## config.mk

```make
export PLATFORM = sky130hd
export DESIGN_NAME = servo_pulse_decoder
export DESIGN_NICKNAME = d
export VERILOG_FILES = /design/src/rtl/servo_pkg.sv /design/src/rtl/us_prescaler.sv /design/src/rtl/servo_pulse_decoder.sv
export SDC_FILE = /design/constraint.sdc
export NUM_CORES = 1
export LEC_CHECK = 0
export CAP_MARGIN = 5
export CORE_MARGIN = 4
export CORE_UTILIZATION = 64
export CTS_BUF_LIST = sky130_fd_sc_hd__clkbuf_2 sky130_fd_sc_hd__clkbuf_4 sky130_fd_sc_hd__clkbuf_8
export CTS_CLUSTER_DIAMETER = 80
export CTS_CLUSTER_SIZE = 40
export DETAILED_ROUTE_END_ITERATION = 7
export GPL_TIMING_DRIVEN = 0
export PLACE_DENSITY = 0.87
export SYNTH_ARGS = -nofsm -noshare
export SYNTH_HDL_FRONTEND = slang
export SYNTH_SLANG_ARGS = --single-unit
```

## constraint.sdc

```tcl
create_clock -name CLK -period 4.5 [get_ports CLK]
set_input_delay 0.675 -clock CLK [delete_from_list [all_inputs] [get_ports CLK]]
set_output_delay 0.675 -clock CLK [all_outputs]
set_load 0.05 [all_outputs]
```

## src/rtl/servo_pkg.sv

```systemverilog
// Shared servo constants and helpers, used by both the PWM generator and
// the pulse decoder so that timing limits stay consistent across the two.
package servo_pkg;

    localparam int CLKS_PER_US      = 25;
    localparam int SERVO_MIN_US     = 1000;
    localparam int SERVO_MAX_US     = 2000;
    localparam int SERVO_CENTER_US  = 1500;
    localparam int SERVO_TIMEOUT_US = 25000;

    localparam int          CNT_W   = 16;
    localparam logic [15:0] CNT_MAX = 16'hFFFF;

    // Decoder frame-tracking states
    typedef enum logic [1:0] {
        ST_ARM,
        ST_WAIT_RISE,
        ST_HIGH,
        ST_LOW
    } dec_state_e;

    // Saturating increment: a counter that would wrap sticks at all-ones.
    function automatic logic [15:0] sat_inc(input logic [15:0] v, input logic inc);
        return (inc && (v != CNT_MAX)) ? v + 16'd1 : v;
    endfunction

endpackage

```

## src/rtl/us_prescaler.sv

```systemverilog
// Microsecond prescaler: counts 0..CLKS_PER_US-1 and flags the last count as
// a one-clock tick. A clear restarts the count so a new microsecond begins
// on the clear edge.
module us_prescaler #(
    parameter int CLKS_PER_US = servo_pkg::CLKS_PER_US
) (
    input  logic CLK,
    input  logic RST,
    input  logic clr,
    output logic tick
);

    localparam int            CW   = (CLKS_PER_US > 1) ? $clog2(CLKS_PER_US) : 1;
    localparam logic [CW-1:0] LAST = CW'(CLKS_PER_US - 1);

    logic [CW-1:0] cnt_q;
    logic [CW-1:0] cnt_d;

    // Next count: restart on clear or at the end of each microsecond
    always_comb begin
        cnt_d = cnt_q + CW'(1);
        if (clr || (cnt_q == LAST)) begin
            cnt_d = '0;
        end
    end

    // Count register
    always_ff @(posedge CLK) begin
        if (RST) begin
            cnt_q <= '0;
        end else begin
            cnt_q <= cnt_d;
        end
    end

    assign tick = (cnt_q == LAST);

endmodule

```

## src/rtl/servo_pulse_decoder.sv

```systemverilog
// Servo PWM pulse decoder: measures the high time and rise-to-rise period of
// each complete frame in microseconds, flags widths inside the legal window
// and declares the signal lost when no edge arrives within the timeout.
module servo_pulse_decoder #(
    parameter int CLKS_PER_US = servo_pkg::CLKS_PER_US,
    parameter int TIMEOUT_US  = servo_pkg::SERVO_TIMEOUT_US,
    parameter int MIN_US      = servo_pkg::SERVO_MIN_US,
    parameter int MAX_US      = servo_pkg::SERVO_MAX_US
) (
    input  logic        CLK,
    input  logic        RST,
    input  logic        PWM_IN,
    output logic [15:0] width_us,
    output logic [15:0] period_us,
    output logic        valid,
    output logic        in_range,
    output logic        signal_lost
);

    import servo_pkg::*;

    localparam logic [15:0] TIMEOUT_CNT = 16'(TIMEOUT_US);
    localparam logic [15:0] MIN_W       = 16'(MIN_US);
    localparam logic [15:0] MAX_W       = 16'(MAX_US);

    // Input conditioning
    logic       sync1_q;
    logic       sync2_q;
    logic       level_q;
    logic       rise_q;
    logic       fall_q;
    logic [1:0] prime_q;
    logic       primed;

    // Measurement and output state
    dec_state_e  state_q;
    logic [15:0] width_cnt_q;
    logic [15:0] period_cnt_q;
    logic [15:0] width_lat_q;
    logic [15:0] width_q;
    logic [15:0] period_q;
    logic        valid_q;
    logic        in_range_q;
    logic        lost_q;

    logic        tick;
    logic        pre_clr;
    logic        arm_exit;
    logic        timeout;
    logic        width_in_window;
    logic [15:0] width_inc;
    logic [15:0] period_inc;

    // Two-flop synchronizer followed by a registered edge detector; the prime
    // counter marks when level_q reflects the pin rather than reset zeros.
    always_ff @(posedge CLK) begin
        if (RST) begin
            sync1_q <= 1'b0;
            sync2_q <= 1'b0;
            level_q <= 1'b0;
            rise_q  <= 1'b0;
            fall_q  <= 1'b0;
            prime_q <= 2'd0;
        end else begin
            sync1_q <= PWM_IN;
            sync2_q <= sync1_q;
            level_q <= sync2_q;
            rise_q  <= sync2_q & ~level_q;
            fall_q  <= ~sync2_q & level_q;
            if (prime_q != 2'd3) begin
                prime_q <= prime_q + 2'd1;
            end
        end
    end

    assign primed = (prime_q == 2'd3);

    // Leaving ARM restarts the microsecond grid along with the counters, so
    // the wait-for-rise timeout starts on a whole-microsecond boundary.
    assign arm_exit = (state_q == ST_ARM) && primed && !level_q;
    assign pre_clr  = rise_q | fall_q | arm_exit;

    us_prescaler #(
        .CLKS_PER_US(CLKS_PER_US)
    ) u_prescaler (
        .CLK (CLK),
        .RST (RST),
        .clr (pre_clr),
        .tick(tick)
    );

    // Counts including this cycle's tick, so a value reported on an edge
    // equals floor(edge-to-edge clocks / CLKS_PER_US).
    assign width_inc       = sat_inc(width_cnt_q, tick);
    assign period_inc      = sat_inc(period_cnt_q, tick);
    assign timeout         = (period_inc >= TIMEOUT_CNT);
    assign width_in_window = (width_lat_q >= MIN_W) && (width_lat_q <= MAX_W);

    // Frame tracking FSM with counters and registered outputs
    always_ff @(posedge CLK) begin
        if (RST) begin
            state_q      <= ST_ARM;
            width_cnt_q  <= '0;
            period_cnt_q <= '0;
            width_lat_q  <= '0;
            width_q      <= '0;
            period_q     <= '0;
            valid_q      <= 1'b0;
            in_range_q   <= 1'b0;
            lost_q       <= 1'b1;
        end else begin
            valid_q      <= 1'b0;
            width_cnt_q  <= width_inc;
            period_cnt_q <= period_inc;
            case (state_q)
                ST_ARM: begin
                    // Stay here until the pin is seen low so a pulse already
                    // in progress is never measured.
                    width_cnt_q  <= '0;
                    period_cnt_q <= '0;
                    if (arm_exit) begin
                        state_q <= ST_WAIT_RISE;
                    end
                end
                ST_WAIT_RISE: begin
                    // First rise only starts a frame; nothing to report yet.
                    if (rise_q) begin
                        width_cnt_q  <= '0;
                        period_cnt_q <= '0;
                        state_q      <= ST_HIGH;
                    end else if (timeout) begin
                        lost_q  <= 1'b1;
                        state_q <= ST_ARM;
                    end
                end
                ST_HIGH: begin
                    if (timeout) begin
                        lost_q  <= 1'b1;
                        state_q <= ST_ARM;
                    end else if (fall_q) begin
                        width_lat_q <= width_inc;
                        state_q     <= ST_LOW;
                    end
                end
                ST_LOW: begin
                    // A rise closes the frame; it wins over a same-cycle timeout.
                    if (rise_q) begin
                        valid_q      <= 1'b1;
                        width_q      <= width_lat_q;
                        period_q     <= period_inc;
                        in_range_q   <= width_in_window;
                        lost_q       <= 1'b0;
                        width_cnt_q  <= '0;
                        period_cnt_q <= '0;
                        state_q      <= ST_HIGH;
                    end else if (timeout) begin
                        lost_q  <= 1'b1;
                        state_q <= ST_ARM;
                    end
                end
                default: begin
                    state_q <= ST_ARM;
                end
            endcase
        end
    end

    assign width_us    = width_q;
    assign period_us   = period_q;
    assign valid       = valid_q;
    assign in_range    = in_range_q;
    assign signal_lost = lost_q;

endmodule

```

After elaboration in Yosys (flattened, before gate mapping)
Cells that the tools add are included.

storage, ports and cells
  bits in registers = 97
  output and inout port bits = 35
  logic and storage cells = 76

cells by class
  add/sub/neg operators = 4
  order comparisons = 3
  equal/unequal tests = 12
  multiplexer cells = 17
  bitwise operators = 8
  reductions and logical operators = 16

operator list
  kind                                                                                   count
  16-bit 2-to-1 mux                                                                      4
  16-bit case mux with 2 select lines                                                    2
  16-bit by 1-bit adder with 16-bit output, second input constant                        2
  16-bit inequality test, second input constant                                          2
  16-bit by 10-bit greater-or-equal comparator with 1-bit output, second input constant  1
  16-bit by 15-bit greater-or-equal comparator with 1-bit output, second input constant  1
  16-bit by 11-bit less-or-equal comparator with 1-bit output, second input constant     1
  2-bit 2-to-1 mux                                                                       5
  2-bit == test, second input constant                                                   3
  2-bit inequality test, second input constant                                           3
  2-bit case mux with 3 select lines                                                     1
  3-bit AND reduction                                                                    2
  2-bit OR reduction                                                                     3
  5-bit by 1-bit adder with 5-bit output, second input constant                          1
  5-bit == test, second input constant                                                   1
  1-bit logical AND                                                                      5
  1-bit 2-to-1 mux                                                                       4
  1-bit inverter                                                                         4
  2-bit AND reduction                                                                    2
  3-bit by 1-bit inequality test with 1-bit output, second input constant                1
  3-bit inequality test, second input constant                                           1
  1-bit case mux with 3 select lines                                                     1
  3-bit nonzero test                                                                     1
  2-bit by 1-bit adder with 2-bit output, second input constant                          1
  other kinds (6)                                                                        8

Longest topological paths before layout
  word-level depth = 7
  depth in mapped cells = 11
  gate-level depth less buffers = 9

Cells and area by module
A second synthesis with hierarchy kept.

unflattened totals
  cell total of the unflattened synthesis = 470
  area total of the unflattened synthesis = 4192.8 um^2

modules (own cells, without submodules)
  module               times used  cells an instance  area an instance (um^2)  sequential area each (um^2)
  servo_pulse_decoder  1           448                3980.1                   1841.8
  us_prescaler         1           22                 212.7                    100.1

Worst setup path before layout
No wires, ideal clock.

  path kind = register -> register
  start = register period_cnt_q[0]
  end = register width_lat_q[10]
  setup time = 121 ps
  data arrival time = 2659 ps
  slack = 1719 ps
  stages on the path, launching flop included = 10
  path buffers = 1
  period minus slack after synthesis = 2781 ps
  cell sequence = dfxtp_1 > ha_1 > nand3_2 > o41ai_1 > nor3_1 > xnor2_1 > o311a_2 > o21ai_4 > buf_6 > mux2_4

between the ends
  word-level cells in the longest chain between the ends = 6

RTL lines
  what                                                                                              RTL line                    text
  start, declared                                                                                   servo_pulse_decoder.sv:38   logic [15:0] period_cnt_q;
  start signal, assigned                                                                            servo_pulse_decoder.sv:114  period_cnt_q <= period_inc;
  parallel branches: the longest is 2 deep, another holds 16-bit by 1-bit adder with 16-bit output  n/a
  16-bit 2-to-1 mux (*)                                                                             servo_pkg.sv:24             return (inc && (v != CNT_MAX)) ? v + 16'd1 : v;
  16-bit by 15-bit greater-or-equal comparator with 1-bit output (*)                                servo_pulse_decoder.sv:96   assign timeout = (period_inc >= TIMEOUT_CNT);
  1-bit inverter (no source line) (*)                                                               n/a
  3-bit AND reduction (no source line) (*)                                                          n/a
  end signal, assigned                                                                              servo_pulse_decoder.sv:141  width_lat_q <= width_inc;
  end, declared                                                                                     servo_pulse_decoder.sv:39   logic [15:0] width_lat_q;

Mark *: on every way between the ends.
A chain may end at the register's enable or synchronous reset.

Worst setup path in the final report
  start = register period_cnt_q[0]
  end = register width_lat_q[5]

The elaborated chain is that of the path after synthesis.

==> impl_table.tex <==
\begin{tabular}{lr}
\hline
Metric & Value \\
\hline
\multicolumn{2}{l}{\textbf{Outcome}} \\
Result of the run & completed \\
\multicolumn{2}{l}{\textbf{GRT}} \\
Antenna violations before repair & 0 \\
GRT met1 Usage & 0.354 \\
Most Used Layer, Global Route & met2 \\
Total routing usage reported by global routing & 0.249 \\
Aggregate global routing overflow & 0 \\
Largest net degree at the start of global routing & 18 \\
Met3 Track Usage GR & 0.0452 \\
First-pass GRT wire length & 15.4 mm \\
GR met2 Demand/Resource & 0.379 \\
Number of global-route vias before repair & 3264 \\
\multicolumn{2}{l}{\textbf{Clock network}} \\
Post-cts resize count & 0 \\
Count of H-tree levels built during CTS & 3 \\
Clk sinks & 97 \\
TritonCTS buffer count & 9 \\
Post-CTS setup buffer count & 0 \\
Max clock buf depth & 2 \\
Clk Latency, worst-skew pair & 0.37 ns \\
TritonCTS clock tree & done \\
CTS clock-pin slew for the worst setup and hold paths & about 0.10 ns \\
Hold-fix buffers at CTS & 0 \\
Clk Tree Root Cell & clkbuf\_8 \\
\multicolumn{2}{l}{\textbf{Timing}} \\
Actual transition at the worst max-transition pin & 0.687 ns \\
Setup repair after global routing missed its margin & no \\
Final count of pins violating max slew & 0 \\
Sum of negative setup slack & 0 ns \\
Final setup violating endpoints & 0 \\
Final Critical Period & roughly 3.2 ns \\
Post-route fraction of the period consumed by the critical path & 0.717 \\
Clock Skews & 0.0122 ns \\
Worst relative slew slack & 0.536 \\
Final-report hold violation count & 0 \\
Fmax & 0.310 GHz \\
\multicolumn{2}{l}{\textbf{Worst hold path}} \\
Min-delay src & sync2\_q\$\_SDFF\_PP0\_ \\
Number of stages on the worst hold path & 1 \\
Worst min-delay path category & flop to flop \\
Min-Delay Endpoint & fall\_q\$\_SDFF\_PP0\_ \\
\multicolumn{2}{l}{\textbf{Cells and area}} \\
Synthesis-to-finish area growth & 16.4\% \\
Cell area after layout & a little under 5000 sq um \\
Number of nets in the finished design & 527 \\
Final antenna diode count & 0 \\
Fraction of final layout cells with drive strength greater than 1 & 0.0916 \\
\multicolumn{2}{l}{\textbf{Setup path}} \\
Start of the worst register-to-register path & period\_cnt\_q[0]\$\_SDFF\_PP0\_ \\
Required time at the endpoint of the critical path & 4.76 ns \\
Highest cell delay on the worst timing path & roughly 0.71 ns \\
Launching element type of the critical path & flop \\
Startpoint-to-endpoint class of the critical path & flop to flop \\
Critical path fanouts, max & 10 \\
Cell depth of the worst flop-to-flop path & 9 \\
Critical-path cell list & ha\_1, nand3\_2, o41ai\_1, nor3\_1, xnor2\_1, o311a\_2, o21ai\_4, buf\_6, mux2\_4 \\
Worst reg-to-reg setup slack & 1.28 ns \\
Reg-to-Reg End & width\_lat\_q[5]\$\_SDFFE\_PP0P\_ \\
Data arrival at the endpoint of the critical path & between 3 and 4 ns \\
Critical Path Sink Type & flop \\
Critical-path cell with the highest stage delay & o41ai\_1 \\
\multicolumn{2}{l}{\textbf{Logic synthesis}} \\
Cell area after synthesis & 4210 sq um \\
Synth warn & 0 \\
Library cell occupying the most area in the post-synthesis netlist & dfxtp\_1 \\
Async set-reset flop share out of synthesis & 0 \\
Share of Yosys cell area claimed by the top area cell type & 0.461 \\
Count of flip-flops with a built-in enable after synthesis & 0 \\
Post-synthesis cell count & 471 \\
Cell types occupying the most area after synthesis & dfxtp\_1, nor2\_1, nand2\_1 \\
Sequential element share of the synthesized area & 0.461 \\
Cell variety after synth & between 50 and 60 \\
Syn nets & between 400 and 500 \\
Post-Syn Area per Cell & roughly 8.9 sq um \\
\#FFs+latches synth & 97 \\
Most used DFF post-synth & dfxtp\_1 \\
\multicolumn{2}{l}{\textbf{Pwr}} \\
Power density over the cells & 318 nW/um\^{}2 \\
Final Total Pwr & 1.56 mW \\
Leakage power & 1.71 nW \\
Worst ir drop on vdd & 0.276 mV \\
\multicolumn{2}{l}{\textbf{Place}} \\
Cell area reported after detailed placement & between 4000 and 5000 sq um \\
Placer Congestion & 0.951 \\
Estimated wirelength of the detail-placed design & 6.55 mm \\
Port buffer count & 37 \\
\multicolumn{2}{l}{\textbf{Die}} \\
Initial core utilization & 0.659 \\
Die Height & 89.1 um \\
Floorplan row count & 29 \\
Die width & 89.1 um \\
Core Region & 6390 sq um \\
Top Ports & 38 \\
Die area & 7940 sq um \\
\multicolumn{2}{l}{\textbf{Drt}} \\
DRC marker count from the first detailed-route iteration & 265 \\
Remaining number of nets flagged by the antenna check after routing & 0 \\
Iteration count of the initial detailed-routing pass & 6 \\
Wire length after detailed routing & 9.28 mm \\
Wire per inst & 15.4 um \\
Vias & 3481 \\
DRC violation count after routing & 0 \\
Vias per std cell & roughly 5.8 \\
\multicolumn{2}{l}{\textbf{Job}} \\
Number of max-cap violations & 0 \\
\hline
\end{tabular}
[how the worst max path moves through the flow]
stage                                              end  slack, ns                       start
after global placement     width_lat_q[5]$_SDFFE_PP0P_       1.32  period_cnt_q[0]$_SDFF_PP0_
after detailed placement   width_lat_q[7]$_SDFFE_PP0P_       1.34  period_cnt_q[0]$_SDFF_PP0_
after floorplan           width_lat_q[10]$_SDFFE_PP0P_       1.72  period_cnt_q[0]$_SDFF_PP0_
after CTS                  width_lat_q[7]$_SDFFE_PP0P_       1.29  period_cnt_q[0]$_SDFF_PP0_
final                      width_lat_q[5]$_SDFFE_PP0P_       1.28  period_cnt_q[0]$_SDFF_PP0_
after global routing       width_lat_q[9]$_SDFFE_PP0P_       1.02  period_cnt_q[1]$_SDFF_PP0_
[cell families after synthesis]
family                     Yosys count  synth area share
and+or+nand+nor                    218             0.250
adders and majority gates            5            0.0149
AOI/OAI and AO/OA                   61             0.104
xor gates and xnor gates            33            0.0686
buffers and inverters               36            0.0371
muxes                               21            0.0636
DFF                                 97             0.461
[Yosys cell counts (all sizes together) (2+ instances only)]
cell type / n
dfxtp: 97
nor2: 85
nand2: 47
a21oi: 22
nor2b: 21
clkbuf: 19
xnor2: 18
a211oi: 16
mux2: 16
nand3: 15
xor2: 15
nor3: 10
buf: 9
nand4: 9
inv: 8
and4: 7
and3: 6
ha: 5
mux2i: 5
nor4: 5
o21ai: 5
or3: 3
a311oi: 2
nand3b: 2
o41a: 2
o41ai: 2
[cell type report]
cell class | instances | area (sq um)
Timing Repair Buffer | 37 | 370
Inverter | 8 | 30.0
Sequential cell | 97 | 1940
Multi-Input combinational cell | 338 | 2110
Buffer | 28 | 126
Tap cell | 77 | 96.3
Clock buffer | 9 | 124
Fill cell | 445 | 1490
Clock inverter | 7 | 100
[metal layers]
metal | vias up | part of all wire
li1 | 1714 | -
met1 | 1653 | 0.48
met2 | 97 | 0.45
met3 | 17 | 0.053
met4 | 0 | 0.017
met5 | - | 0
[sequential cells by signal, indices dropped and copies added (netlist names)]
register and cells:
state_q 2, fall_q 1, sync1_q 1, u_prescaler.cnt_q 5, signal_lost 1, sync2_q 1
level_q 1, width_lat_q 16, valid 1, prime_q 2, period_us 16, period_cnt_q 16
in_range 1, width_us 16, width_cnt_q 16, rise_q 1
[critical path: cells and delay by family, from the launching register on]
family,cells,cell delay [ns]
adder cells (fa/ha/maj),1,0.25
buffers and inverters,1,0.24
AO/OA/AOI/OAI,3,1.44
flip-flops,1,0.40
XOR/XNOR,1,0.20
AND/OR/NAND/NOR,2,0.27
multiplexers,1,0.31
[cell usage in the layout, fill, tap and decap left out, drive strengths merged, types with 2 or more instances in the layout]
master / Yosys / final
a211oi: 16 / 16
a21oi: 22 / 22
a311oi: 2 / 2
and3: 6 / 6
and4: 7 / 7
buf: 9 / 9
bufinv: 0 / 2
clkbuf: 19 / 28
clkdlybuf4s50: 0 / 37
clkinv: 0 / 3
dfxtp: 97 / 97
ha: 5 / 5
inv: 8 / 10
mux2: 16 / 16
mux2i: 5 / 5
nand2: 47 / 47
nand3: 15 / 15
nand3b: 2 / 2
nand4: 9 / 9
nor2: 85 / 85
nor2b: 21 / 21
nor3: 10 / 10
nor4: 5 / 5
o21ai: 5 / 5
o41a: 2 / 2
o41ai: 2 / 2
or3: 3 / 3
xnor2: 18 / 18
xor2: 15 / 15
[metrics by stage]
stage	hold WS, ns	util	instances	worst slack [ns]
floorplan	0.390	-	471	1.72
global placement	0.407	0.732	585	1.32
finish	0.437	0.767	601	1.28
global route	0.449	0.767	601	1.02
detailed placement	0.427	0.732	585	1.34
CTS	0.440	0.767	601	1.29
[where the power goes]
part,switching (mW),leakage [nW],internal [mW]
logic,0.0346,0.816,0.0182
clock network,0.313,0.114,0.318
registers,0.00832,0.783,0.868
No activity file was read; power rests on OpenSTA's default activity.
